[src/rtl/clock_timekeeper.sv]
// Time-of-day BCD counter (hh:mm:ss) with RUN/SET control; optional 12-hour mode via `TIMEKEEPER_12H_EN.
// Latency: every output is registered, so an input sampled at edge N shows up after edge N.
// Backpressure: none. Strobes and button pulses are single-cycle events that are either consumed or ignored.
module clock_timekeeper #(
    parameter int TICKS_PER_SEC = 1
) (
    input  logic       clk_in,
    input  logic       reset,
    input  logic       strobe_in,
    input  logic       set_toggle,
    input  logic       inc_min,
    input  logic       inc_hour,
    output logic [1:0] hour_tens,
    output logic [3:0] hour_ones,
    output logic [2:0] min_tens,
    output logic [3:0] min_ones,
    output logic [2:0] sec_tens,
    output logic [3:0] sec_ones,
    output logic       setting,
    output logic       minute_tick,
    output logic       day_tick,
    output logic       pm
);

    localparam int PW = $clog2(TICKS_PER_SEC) + 1;
    localparam logic [PW-1:0] PRESC_MAX = PW'(TICKS_PER_SEC - 1);

`ifdef TIMEKEEPER_12H_EN
    localparam logic [1:0] HT_RST = 2'd1;
    localparam logic [3:0] HO_RST = 4'd2;
`else
    localparam logic [1:0] HT_RST = 2'd0;
    localparam logic [3:0] HO_RST = 4'd0;
`endif

    typedef enum logic {ST_RUN, ST_SET} state_t;

    state_t          state_q, state_d;
    logic [PW-1:0]   presc_q, presc_d;
    logic [1:0]      hour_tens_q, hour_tens_d;
    logic [3:0]      hour_ones_q, hour_ones_d;
    logic [2:0]      min_tens_q, min_tens_d;
    logic [3:0]      min_ones_q, min_ones_d;
    logic [2:0]      sec_tens_q, sec_tens_d;
    logic [3:0]      sec_ones_q, sec_ones_d;
    logic            minute_tick_q, minute_tick_d;
    logic            day_tick_q, day_tick_d;
`ifdef TIMEKEEPER_12H_EN
    logic            pm_q, pm_d;
`endif

    // Incremented candidates for each field; shared by the seconds ripple and SET-mode buttons.
    logic [2:0] sec_inc_t;
    logic [3:0] sec_inc_o;
    logic       sec_wrap;
    logic [2:0] min_inc_t;
    logic [3:0] min_inc_o;
    logic       min_wrap;
    logic [1:0] hr_inc_t;
    logic [3:0] hr_inc_o;
    logic       hr_roll;   // 24h: 23 -> 00 ; 12h: 11 -> 12 (the pm flip point)

    // Seconds +1 modulo 60, flagging the wrap.
    always_comb begin
        sec_inc_t = sec_tens_q;
        sec_inc_o = sec_ones_q + 4'd1;
        sec_wrap  = 1'b0;
        if (sec_ones_q == 4'd9) begin
            sec_inc_o = 4'd0;
            if (sec_tens_q == 3'd5) begin
                sec_inc_t = 3'd0;
                sec_wrap  = 1'b1;
            end else begin
                sec_inc_t = sec_tens_q + 3'd1;
            end
        end
    end

    // Minutes +1 modulo 60, flagging the wrap.
    always_comb begin
        min_inc_t = min_tens_q;
        min_inc_o = min_ones_q + 4'd1;
        min_wrap  = 1'b0;
        if (min_ones_q == 4'd9) begin
            min_inc_o = 4'd0;
            if (min_tens_q == 3'd5) begin
                min_inc_t = 3'd0;
                min_wrap  = 1'b1;
            end else begin
                min_inc_t = min_tens_q + 3'd1;
            end
        end
    end

    // Hours +1 in the selected hour format.
    always_comb begin
        hr_inc_t = hour_tens_q;
        hr_inc_o = hour_ones_q + 4'd1;
        hr_roll  = 1'b0;
`ifdef TIMEKEEPER_12H_EN
        if (hour_tens_q == 2'd1 && hour_ones_q == 4'd1) begin
            hr_inc_t = 2'd1;
            hr_inc_o = 4'd2;
            hr_roll  = 1'b1;
        end else if (hour_tens_q == 2'd1 && hour_ones_q == 4'd2) begin
            hr_inc_t = 2'd0;
            hr_inc_o = 4'd1;
        end else if (hour_ones_q == 4'd9) begin
            hr_inc_t = 2'd1;
            hr_inc_o = 4'd0;
        end
`else
        if (hour_tens_q == 2'd2 && hour_ones_q == 4'd3) begin
            hr_inc_t = 2'd0;
            hr_inc_o = 4'd0;
            hr_roll  = 1'b1;
        end else if (hour_ones_q == 4'd9) begin
            hr_inc_t = hour_tens_q + 2'd1;
            hr_inc_o = 4'd0;
        end
`endif
    end

    // Next-state logic: RUN/SET control, prescaler, second-advance ripple and SET-mode edits.
    always_comb begin
        state_d       = state_q;
        presc_d       = presc_q;
        hour_tens_d   = hour_tens_q;
        hour_ones_d   = hour_ones_q;
        min_tens_d    = min_tens_q;
        min_ones_d    = min_ones_q;
        sec_tens_d    = sec_tens_q;
        sec_ones_d    = sec_ones_q;
        minute_tick_d = 1'b0;
        day_tick_d    = 1'b0;
`ifdef TIMEKEEPER_12H_EN
        pm_d          = pm_q;
`endif
        case (state_q)
            ST_RUN: begin
                if (set_toggle) begin
                    // Toggle wins over everything; only the seconds clear happens this cycle.
                    state_d    = ST_SET;
                    presc_d    = '0;
                    sec_tens_d = 3'd0;
                    sec_ones_d = 4'd0;
                end else if (strobe_in) begin
                    if (presc_q == PRESC_MAX) begin
                        presc_d    = '0;
                        sec_tens_d = sec_inc_t;
                        sec_ones_d = sec_inc_o;
                        if (sec_wrap) begin
                            minute_tick_d = 1'b1;
                            min_tens_d    = min_inc_t;
                            min_ones_d    = min_inc_o;
                            if (min_wrap) begin
                                hour_tens_d = hr_inc_t;
                                hour_ones_d = hr_inc_o;
                                if (hr_roll) begin
`ifdef TIMEKEEPER_12H_EN
                                    pm_d       = ~pm_q;
                                    day_tick_d = pm_q;
`else
                                    day_tick_d = 1'b1;
`endif
                                end
                            end
                        end
                    end else begin
                        presc_d = presc_q + 1'b1;
                    end
                end
            end
            ST_SET: begin
                if (set_toggle) begin
                    state_d = ST_RUN;
                    presc_d = '0;
                end else begin
                    // Minutes and hours edit independently; no carry between them.
                    if (inc_min) begin
                        min_tens_d = min_inc_t;
                        min_ones_d = min_inc_o;
                    end
                    if (inc_hour) begin
                        hour_tens_d = hr_inc_t;
                        hour_ones_d = hr_inc_o;
`ifdef TIMEKEEPER_12H_EN
                        if (hr_roll) begin
                            pm_d = ~pm_q;
                        end
`endif
                    end
                end
            end
            default: state_d = ST_RUN;
        endcase
    end

    // State and time registers with asynchronous reset.
    always_ff @(posedge clk_in or posedge reset) begin
        if (reset) begin
            state_q       <= ST_RUN;
            presc_q       <= '0;
            hour_tens_q   <= HT_RST;
            hour_ones_q   <= HO_RST;
            min_tens_q    <= 3'd0;
            min_ones_q    <= 4'd0;
            sec_tens_q    <= 3'd0;
            sec_ones_q    <= 4'd0;
            minute_tick_q <= 1'b0;
            day_tick_q    <= 1'b0;
        end else begin
            state_q       <= state_d;
            presc_q       <= presc_d;
            hour_tens_q   <= hour_tens_d;
            hour_ones_q   <= hour_ones_d;
            min_tens_q    <= min_tens_d;
            min_ones_q    <= min_ones_d;
            sec_tens_q    <= sec_tens_d;
            sec_ones_q    <= sec_ones_d;
            minute_tick_q <= minute_tick_d;
            day_tick_q    <= day_tick_d;
        end
    end

`ifdef TIMEKEEPER_12H_EN
    // PM flag register, only present in 12-hour mode.
    always_ff @(posedge clk_in or posedge reset) begin
        if (reset) begin
            pm_q <= 1'b0;
        end else begin
            pm_q <= pm_d;
        end
    end

    assign pm = pm_q;
`else
    assign pm = 1'b0;
`endif

    assign hour_tens   = hour_tens_q;
    assign hour_ones   = hour_ones_q;
    assign min_tens    = min_tens_q;
    assign min_ones    = min_ones_q;
    assign sec_tens    = sec_tens_q;
    assign sec_ones    = sec_ones_q;
    assign setting     = (state_q == ST_SET);
    assign minute_tick = minute_tick_q;
    assign day_tick    = day_tick_q;

endmodule

[config.mk]
export PLATFORM = sky130hd
export DESIGN_NAME = clock_timekeeper
export DESIGN_NICKNAME = d
export VERILOG_FILES = /design/src/rtl/clock_timekeeper.sv
export SDC_FILE = /design/constraint.sdc
export NUM_CORES = 1
export LEC_CHECK = 0
export CORE_MARGIN = 2
export CORE_UTILIZATION = 49
export CTS_CLUSTER_DIAMETER = 200
export DETAILED_ROUTE_END_ITERATION = 10
export PLACE_DENSITY = 0.79
export SYNTH_ARGS = -nofsm -noshare
export SYNTH_HDL_FRONTEND = slang
export SYNTH_SLANG_ARGS = --single-unit
export TNS_END_PERCENT = 100
[constraint.sdc]
create_clock -name clk_in -period 2.1 [get_ports clk_in]
set_input_delay 0.525 -clock clk_in [delete_from_list [all_inputs] [get_ports clk_in]]
set_output_delay 0.525 -clock clk_in [all_outputs]
set_load 0.02 [all_outputs]
==> qor.csv <==
stage;metric;value;unit
power_and_ir_drop;power_frac_seq;36.9;%
setup_path;worstPathMaxFanout;9;
clocking;path_clk_slew;0.13;ns
synth;avgSynthCellArea;10.1;um2
synth;ys_top_cells_by_area;dfrtp_1 45%, mux2_2 7.1%, ha_1 5.9%;
layout;n_fill_cell;204;
clocking;root_buffer;clkbuf_4;
synth;synthFlopType;dfrtp_1;
timing;worst_slack;0.0828;ns
run_status;status;completed;
job;maxCapViolCount;0;
floorplan;rows;18;
synth;netlist.area_leader.share;45.3;%
synth;yosys_warnings;0;
layout;layout_common_cells;27 x clkdlybuf4s50_1, 23 x dfrtp_1, 11 x nor2_1, 11 x inv_1, 9 x buf_4;
synth;syn_nets;138;
place;hpwl;2230;um
layout;regArea;576;um2
synth;syn-instance-count;126;
setup_path;slowest_stage;clkdlybuf4s50_1;
drt;vias_per_cell;5.53;
clocking;postCtsHoldBufs;0;
timing;clock_skew;0.00968;ns
drt;avgRoutedWirePerCell;15.1;um
setup_path;reg2reg_depth;7;
hold_path;min_path_type;in2async;
clocking;cts_tree;done;
layout;nets;179;
power_and_ir_drop;p_clk_share;9.7;%
setup_path;cp_num_cells;1;
layout;final_cell_count_no_fill;196;
setup_path;crit_buf_inv;1;
grt;grt_usage;22.4;%
power_and_ir_drop;p_int;1.25;mW
clocking;cts_buffer_depth;2;
synth;synth.largest_area_cell;dfrtp_1;
drt;drtIter0Drc;17;
layout;syn2layout_area_growth;32.4;%
grt;grt_max_degree;24;
timing;fmax;496;MHz
place;place_ws;-0.259;ns
floorplan;chipWidth;54.9;um
power_and_ir_drop;powerDensity;1300;nW/um2
timing;period_minus_slack;2.02;ns
synth;ys_seq_area_share;45.3;%
setup_path;r2r_setup_slack;0.15;ns
synth;netlist_area;1270;um2
synth;async_flop_share;100;%
floorplan;core;2480;um2
layout;multi_input_area;647;um2
clocking;clkLatencyLatePin;0.32;ns
power_and_ir_drop;switching_share;42.7;%
layout;final_common_cell;clkdlybuf4s50_1;
layout;n_antenna_cell;0;
floorplan;die_h;54.9;um
setup_path;timing.rr.end;hour_ones[3];
setup_path;r2r-start;sec_ones[1];
synth;synth.distinct_cells;37;
setup_path;arrival;1.49;ns
power_and_ir_drop;p_leak;0.758;nW
power_and_ir_drop;power.switching;0.935;mW
drt;wirelength;2960;um
synth;synth_seq_cells;23;
place;place.gp.congestion;0.761;
grt;grt_overflow_total;0;
place;dp_cells;192;
place;port_buffers;28;
clocking;cts.sinks;23;
timing;rsz0062_at_grt;false;
floorplan;ioPinCount;30;
drt;vias;1083;
grt;grt_pass1_wl;4750;um
grt;antenna_found_initial;0;
grt;grt_pass1_vias;1053;
setup_path;cp_top_family;buffers and inverters;
floorplan;initial_core_util;51.3;%
setup_path;crit_type;reg2out;
setup_path;cp-start-kind;flip-flop;
clocking;htreeDepth;1;
floorplan;die-area;3020;um2
drt;drc;0;
layout;drive_above_1_share;15.7;%
power_and_ir_drop;power_frac_comb;53.4;%
setup_path;end_kind;output port;
timing;fin_crit_sh;96.1;%
timing;slew_violations;0;
synth;synth_edf_count;0;
power_and_ir_drop;ir_drop;0.980;mV
timing;hold_viol_final;0;
setup_path;max_stage_delay;0.66;ns
drt;first_pass_iters;4;
setup_path;required;1.57;ns
timing;setup_viol_count_final;0;
setup_path;crit_chain;clkdlybuf4s50_1;
drt;ant_nets;0;
clocking;cts_buffers;3;
[cell type report]
class / count / area share (%)
clock buffers: 4 / 1.56
inverters: 12 / 2.68
multi-input cells: 90 / 38.5
flip-flops and latches: 23 / 34.2
well taps: 30 / 2.23
repair buffers: 37 / 20.8
[layer usage]
| layer | wire (um) | track usage (%) | share of wire [%] |
|---|---|---|---|
| met5 | 0 | 0 | 0 |
| met4 | 25 | 7.32 | 0.84 |
| met3 | 120 | 2.69 | 4.0 |
| met1 | 1310 | 27.7 | 44 |
| met2 | 1510 | 40.3 | 51 |
[synthesized netlist by cell type (2+ instances only)]
cell type	number
a21oi_1	7
a31oi_1	2
and3_1	2
dfrtp_1	23
ha_1	6
inv_1	11
mux2_2	8
nand2_1	8
nand3_1	4
nand3b_1	2
nand4_1	2
nor2_1	11
nor2b_1	3
nor3_1	3
nor3b_1	5
o21ai_0	6
xnor2_1	2
xor2_1	2
[power by group through the flow]
stage / Sequential [mW] / Clock (mW) / Combinational (mW)
after floorplan: 0.968 / 0 / 0.486
after global placement: 0.791 / 0 / 1.12
after detailed placement: 0.808 / 0 / 1.17
after CTS: 0.802 / 0.225 / 1.18
after global routing: 0.835 / 0.237 / 1.28
final: 0.807 / 0.213 / 1.17
[sequential cells by signal (all words and copies together), names as in the netlist]
register     count
hour_ones        4
setting          1
sec_tens         3
day_tick         1
min_tens         3
sec_ones         4
minute_tick      1
min_ones         4
hour_tens        2
[what timing repair did]
item                       in CTS  in global routing
resized for setup               0                  2
setup buffers                   0                  0
setup endpoints to repair       0                  2
[worst max path at each step]
stage | startpoint | endpoint
floorplan | sec_ones[0] | min_tens[1]
global placement | set_toggle | hour_ones[3]
detailed placement | set_toggle | hour_ones[3]
CTS | setting | setting
global route | set_toggle | hour_ones[3]
finish | hour_ones[2] | hour_ones[2]
[cell families after synthesis]
group / count (synthesis) / share of synthesized area, %
buffers and inverters: 13 / 4.14
adder cells (fa/ha/maj): 6 / 5.91
AO/OA/AOI/OAI: 25 / 14.3
other: 1 / 0.295
AND/OR/NAND/NOR: 46 / 20.2
XOR/XNOR: 4 / 2.76
multiplexers: 8 / 7.09
flip-flops: 23 / 45.3
[through the flow]
stage	hold slack [ns]	instance area (um2)	utilization, %	power (mW)	TNS, ns
floorplan	0.527	1270	-	1.45	0
global placement	0.481	1650	66.5	1.91	-1.36
detailed placement	0.500	1650	66.5	1.98	-1.98
CTS	0.526	1670	67.6	2.21	0
global route	0.546	1680	67.9	2.35	0
finish	0.529	1680	67.9	2.19	0
No activity file was read; power rests on OpenSTA's default activity.
